`config.mk`:
```
export PLATFORM = sky130hd
export DESIGN_NAME = lsu_mhq
export DESIGN_NICKNAME = d
export VERILOG_FILES = /design/src/rtl/lsu_mhq.sv
export SDC_FILE = /design/constraint.sdc
export NUM_CORES = 1
export LEC_CHECK = 0
export ABC_AREA = 1
export CAP_MARGIN = 20
export CORE_AREA = 5 5 342 176
export DETAILED_ROUTE_END_ITERATION = 10
export DIE_AREA = 0 0 347 181
export REMOVE_ABC_BUFFERS = 1
export SYNTH_ARGS = -nofsm -noshare
export SYNTH_HDL_FRONTEND = slang
export SYNTH_SLANG_ARGS = --single-unit
```
`constraint.sdc`:
```
create_clock -name clk -period 2.05 [get_ports clk]
set_input_delay 0.41 -clock clk [delete_from_list [all_inputs] [get_ports clk]]
set_output_delay 0.41 -clock clk [all_outputs]
set_load 0.005 [all_outputs]
```
`src/rtl/lsu_mhq.sv`:
```
// Miss Handling Queue: a circular FIFO of outstanding line fetches.
// Load misses are matched against in-flight lines. Unmatched misses take a
// new slot, or get a retry if the queue is full. Slots send line requests
// to memory in allocation order. Memory responses, which arrive in request
// order, are broadcast one cycle later as a fill of tag, address and data.
module lsu_mhq #(
  parameter int MHQ_DEPTH     = 4,
  parameter int MHQ_TAG_WIDTH = 2,
  parameter int ADDR_WIDTH    = 32,
  parameter int LINE_WIDTH    = 128,
  parameter int OFFSET_WIDTH  = 4
) (
  input  logic                     clk,
  input  logic                     rst,
  input  logic                     i_lookup_en,
  input  logic [ADDR_WIDTH-1:0]    i_lookup_addr,
  output logic [MHQ_TAG_WIDTH-1:0] o_lookup_tag,
  output logic                     o_lookup_retry,
  output logic                     o_full,
  output logic                     o_mem_req_valid,
  output logic [ADDR_WIDTH-1:0]    o_mem_req_addr,
  input  logic                     i_mem_req_ready,
  input  logic                     i_mem_rsp_valid,
  input  logic [LINE_WIDTH-1:0]    i_mem_rsp_data,
  output logic                     o_mhq_fill,
  output logic [MHQ_TAG_WIDTH-1:0] o_mhq_fill_tag,
  output logic [ADDR_WIDTH-1:0]    o_mhq_fill_addr,
  output logic [LINE_WIDTH-1:0]    o_mhq_fill_data
);

  localparam int LINE_AW = ADDR_WIDTH - OFFSET_WIDTH;

  localparam logic [1:0] ST_INVALID = 2'd0;
  localparam logic [1:0] ST_PENDING = 2'd1;
  localparam logic [1:0] ST_ISSUED  = 2'd2;
  localparam logic [1:0] ST_FILLING = 2'd3;

  localparam logic [MHQ_TAG_WIDTH:0]   COUNT_FULL = (MHQ_TAG_WIDTH+1)'(MHQ_DEPTH);
  localparam logic [MHQ_TAG_WIDTH:0]   COUNT_ONE  = (MHQ_TAG_WIDTH+1)'(1);
  localparam logic [MHQ_TAG_WIDTH-1:0] TAG_ONE    = MHQ_TAG_WIDTH'(1);

  // Per-slot state and line address, collected into packed vectors so that
  // the pointers can index them.
  logic [MHQ_DEPTH-1:0][1:0]         state_vec;
  logic [MHQ_DEPTH-1:0][LINE_AW-1:0] line_vec;
  logic [MHQ_DEPTH-1:0]              hit_vec;

  logic [MHQ_TAG_WIDTH-1:0] tail_reg;
  logic [MHQ_TAG_WIDTH-1:0] issue_reg;
  logic [MHQ_TAG_WIDTH-1:0] head_reg;
  logic [MHQ_TAG_WIDTH:0]   count_reg;

  logic                     fill_valid_reg;
  logic [MHQ_TAG_WIDTH-1:0] fill_tag_reg;
  logic [ADDR_WIDTH-1:0]    fill_addr_reg;
  logic [LINE_WIDTH-1:0]    fill_data_reg;

  logic [LINE_AW-1:0]       lookup_line;
  logic                     lookup_hit;
  logic [MHQ_TAG_WIDTH-1:0] hit_idx;
  logic                     full;
  logic                     alloc;
  logic                     req_fire;
  logic                     rsp_accept;

  assign lookup_line = i_lookup_addr[ADDR_WIDTH-1:OFFSET_WIDTH];

  // A slot in its FILLING cycle has already been handed back, so it does
  // not count toward "full". With a full queue that slot is the tail slot.
  assign full  = (count_reg == COUNT_FULL) && !fill_valid_reg;
  assign alloc = i_lookup_en && !lookup_hit && !full;

  assign o_mem_req_valid = (state_vec[issue_reg] == ST_PENDING);
  assign o_mem_req_addr  = {line_vec[issue_reg], {OFFSET_WIDTH{1'b0}}};
  assign req_fire        = o_mem_req_valid && i_mem_req_ready;

  // A response that does not match an ISSUED head slot is stale, for
  // example one that arrives after a reset. It is dropped.
  assign rsp_accept = i_mem_rsp_valid && (state_vec[head_reg] == ST_ISSUED);

  // Per-slot storage and CAM compare
  for (genvar gi = 0; gi < MHQ_DEPTH; gi++) begin : g_slot
    localparam logic [MHQ_TAG_WIDTH-1:0] SLOT = MHQ_TAG_WIDTH'(gi);

    logic [1:0]         state_reg;
    logic [LINE_AW-1:0] line_reg;

    assign state_vec[gi] = state_reg;
    assign line_vec[gi]  = line_reg;
    // FILLING slots are excluded: their broadcast is already committed.
    assign hit_vec[gi]   = ((state_reg == ST_PENDING) || (state_reg == ST_ISSUED)) &&
                           (line_reg == lookup_line);

    // Slot lifecycle. Reallocation takes priority over the end-of-fill release.
    always_ff @(posedge clk) begin
      if (rst) begin
        state_reg <= ST_INVALID;
      end else if (alloc && (tail_reg == SLOT)) begin
        state_reg <= ST_PENDING;
      end else if (req_fire && (issue_reg == SLOT)) begin
        state_reg <= ST_ISSUED;
      end else if (rsp_accept && (head_reg == SLOT)) begin
        state_reg <= ST_FILLING;
      end else if (fill_valid_reg && (fill_tag_reg == SLOT)) begin
        state_reg <= ST_INVALID;
      end
    end

    // Line address is captured on allocation and stays stable while PENDING.
    always_ff @(posedge clk) begin
      if (rst) begin
        line_reg <= '0;
      end else if (alloc && (tail_reg == SLOT)) begin
        line_reg <= lookup_line;
      end
    end
  end

  // Pick the matching slot. At most one PENDING/ISSUED slot can hold a given line.
  always_comb begin
    lookup_hit = 1'b0;
    hit_idx    = '0;
    for (int i = MHQ_DEPTH - 1; i >= 0; i--) begin
      if (hit_vec[i]) begin
        lookup_hit = 1'b1;
        hit_idx    = MHQ_TAG_WIDTH'(i);
      end
    end
  end

  // Lookup response: the matching tag, the newly allocated tag, or a retry
  always_comb begin
    o_lookup_tag   = '0;
    o_lookup_retry = 1'b0;
    if (i_lookup_en) begin
      if (lookup_hit) begin
        o_lookup_tag = hit_idx;
      end else if (full) begin
        o_lookup_retry = 1'b1;
      end else begin
        o_lookup_tag = tail_reg;
      end
    end
  end

  assign o_full = full;

  // Allocation, issue and response pointers. The occupancy count drops when
  // the fill broadcast retires a slot.
  always_ff @(posedge clk) begin
    if (rst) begin
      tail_reg  <= '0;
      issue_reg <= '0;
      head_reg  <= '0;
      count_reg <= '0;
    end else begin
      if (alloc)      tail_reg  <= tail_reg + TAG_ONE;
      if (req_fire)   issue_reg <= issue_reg + TAG_ONE;
      if (rsp_accept) head_reg  <= head_reg + TAG_ONE;
      case ({alloc, fill_valid_reg})
        2'b10:   count_reg <= count_reg + COUNT_ONE;
        2'b01:   count_reg <= count_reg - COUNT_ONE;
        default: count_reg <= count_reg;
      endcase
    end
  end

  // Fill register: captures the accepted response and broadcasts it next cycle
  always_ff @(posedge clk) begin
    if (rst) begin
      fill_valid_reg <= 1'b0;
      fill_tag_reg   <= '0;
      fill_addr_reg  <= '0;
      fill_data_reg  <= '0;
    end else begin
      fill_valid_reg <= rsp_accept;
      if (rsp_accept) begin
        fill_tag_reg  <= head_reg;
        fill_addr_reg <= {line_vec[head_reg], {OFFSET_WIDTH{1'b0}}};
        fill_data_reg <= i_mem_rsp_data;
      end
    end
  end

  assign o_mhq_fill      = fill_valid_reg;
  assign o_mhq_fill_tag  = fill_tag_reg;
  assign o_mhq_fill_addr = fill_addr_reg;
  assign o_mhq_fill_data = fill_data_reg;

endmodule

```
==> results.ini <==
[global_route]
grt_pass1_wl_mm=96.5
antenna_found_initial=4
track_usage_pct=19.8
grt_pass1_vias=15000
grt_start_max_net_pins=75
grt-ovfl-total=0

[timing]
whs_ns=0.249
setup_viol=157
setup_slack_ns=-0.582
setup_tns_ns=-43.10
max_freq_ghz=0.380
timing.final.crit_period_ns=2.63
worstMarginPinSlew_ns=0.660
rsz0062_at_grt=true
finClkSkew_ns=0.00989
maxSlewHeadroom_pct=56.0
period_share_pct=128
final_hold_viol_count=0
drv_slew=0

[critical_path]
slowest_delay_ns=0.36
worstPathRequired_ns=1.64
path_cells=inv_1, nand2_2, nand2_1, nor2_2, nand3_2, nor2_4, nand2_4, nand2_2, a211oi_2, nor3_2, buf_2
crit_type=flop to output port
cp-end-kind=output port
critPathArrivalTime_ns=2.22
cp_slowest_cell=dfxtp_1
worstSetupStartpointType=flop
critPathMaxFanout=3
crit_top_cell=nand2_2
crit_buf_inv=2
crit_family=simple AND/OR/NAND/NOR gates

[logic_synthesis]
synth_xor_area_share_pct=3.30
synth.distinct_cells=43
postSynth.asyncResetShare_pct=0
yosysTopAreaCellShare_pct=40.9
yosys_register_bits=288
syn_inst=2051
synthFlopType=dfxtp_1
synth_compound_area_share_pct=20.9
avgSynthCellArea_um2=6.87
yosys-top-cells-area=dfxtp_1 (41%), nor2_1 (13%), o21ai_0 (10%)
synthMuxAreaShare_pct=0
synth_area_um2=14100
synth_area_leader_cell=dfxtp_1
ys_warn_count=0
yosys.area_share.adder_pct=1.21
ys_seq_area_share_pct=40.9
synth-edff-count=0
synthSimpleGateAreaFrac_pct=23.1
synth_top_family_by_area=simple AND/OR/NAND/NOR gates

[placed_design]
io_buffers=352
hpwl_mm=45.1
gp_congestion=0.936
dp_cells=3325

[run_status]
status=complete, but fails checks
violations=setup timing

[die]
die_x_um=347
dieArea_um2=62800
rows=62
coreArea_um2=56800
io_pins=365
start_util_pct=24.8
dieHeight_um=181

[layout]
final_net_count=2842
final_cells=3457
largest_reg_flops=128
most-common-layout-cells=nor2_1 (399), clkdlybuf4s50_1 (292), buf_4 (276)
area_growth_pct=70.2
n_fill_cell=5712
drive_above_1_share_pct=32.2
final_common_cell=nor2_1

[routing]
drc=0
wl_per_cell_um=19.3
wirelength_mm=66.6
dr.first_iter.drc_count=1666
dr_total_vias=16300
dr.pass1.iters=5
via_per_inst=4.70
ant_nets=0

[cts]
cts_made_buffers=30
htreeDepth=1
hold_buffers=0
insertion_delay_ns=0.59
cts_tree=done
cts.sinks=288
root_buffer=clkbuf_16
path_clk_slew_ns=0.07
clockBufferDepth=3

[pwr]
power.leakage_uw=0.00969
power_density_nw_per_um2=841
irDropWorstVdd_mv=0.622

[worst_hold_path]
hold_path_class=input port to flop

[run]
max_cap_viol_count=0

-- kinds of logic (layout without fill, tap and decap cells) --
group                      after synthesis  count (layout)
adders and majority gates               13              13
buffers and inverters                  301             931
DFF                                    288             288
xor gates and xnor gates                53              53
other                                    1               9
and+or+nand+nor                        823             823
AOI/OAI and AO/OA                      572             572
-- per-layer routing --
| metal | vias to the layer above | part of all wire, % | GRT usage (%) |
|---|---|---|---|
| li1 | 7844 | - | - |
| met1 | 7584 | 45 | 28.1 |
| met2 | 728 | 41 | 27.8 |
| met3 | 97 | 12 | 8.14 |
| met4 | 2 | 2.1 | 4.18 |
| met5 | - | 0.19 | 1.44 |
-- path summary, 6_finish.rpt --
path	startpoint	end	slack, ns	cells past startpoint
min reg2reg	o_mhq_fill_addr[31]$_SDFFE_PP0P_	o_mhq_fill_addr[31]$_SDFFE_PP0P_	0.47	2
max	g_slot[1].line_reg[4]$_SDFFE_PP0P_	o_lookup_tag[0]	-0.58	11
max reg2reg	g_slot[1].line_reg[3]$_SDFFE_PP0P_	g_slot[0].line_reg[4]$_SDFFE_PP0P_	-0.39	20
min	i_lookup_addr[11]	g_slot[1].line_reg[7]$_SDFFE_PP0P_	0.25	4
-- stage by stage --
step	util [%]	area, um^2	power (uW)	setup WS (ns)
2_1_floorplan	-	13200	9290	-6.57
3_3_place_gp	35.8	20300	13200	-1.57
3_5_place_dp	35.8	20300	13200	-1.49
4_1_cts	40.5	23000	19800	-0.661
5_1_grt	42.2	24000	21200	-0.680
6_report	42.2	24000	20200	-0.582
-- worst min-delay path, cell delays in order --
cell	delay (ns)
dlymetal6s2s_1	0.10
buf_6	0.15
nor2_1	0.05
nor2_1	0.09
-- Yosys cell counts (all sizes together), types with 2 or more instances --
library cell,n
o211ai,10
buf,74
nor2,495
nand4,4
nand2,298
nand3,20
inv,137
clkbuf,88
o21ai,359
a21oi,173
clkinv,2
xor2,11
dfxtp,288
xnor2,42
nor3,3
a31oi,27
ha,12
-- cell type report --
class                           count  area (um^2)  area share [%]
Sequential cell                   288         5830            24.3
Tap cell                          768          961            4.01
Clock inverter                     12          114           0.475
Clock buffer                       44          905            3.77
Timing Repair Buffer              736         7360            30.7
Antenna cell                        1         2.50          0.0104
Inverter                          139          606            2.53
Multi-Input combinational cell   1469         8200            34.2
-- power breakdown --
group	switching, uW	total [uW]	leakage, uW	internal [uW]
clock network	2550	5850	0.000513	3300
logic	3870	7550	0.00681	3680
registers	434	6760	0.00236	6330
-- what timing repair did --
item / CTS / global route
pin swaps: 54 / 76
setup buffers: 44 / 26
cloned: 17 / 3
resized for setup: 514 / 271
endpoints found under the setup margin: 160 / 177
No activity file was read; power rests on OpenSTA's default activity.
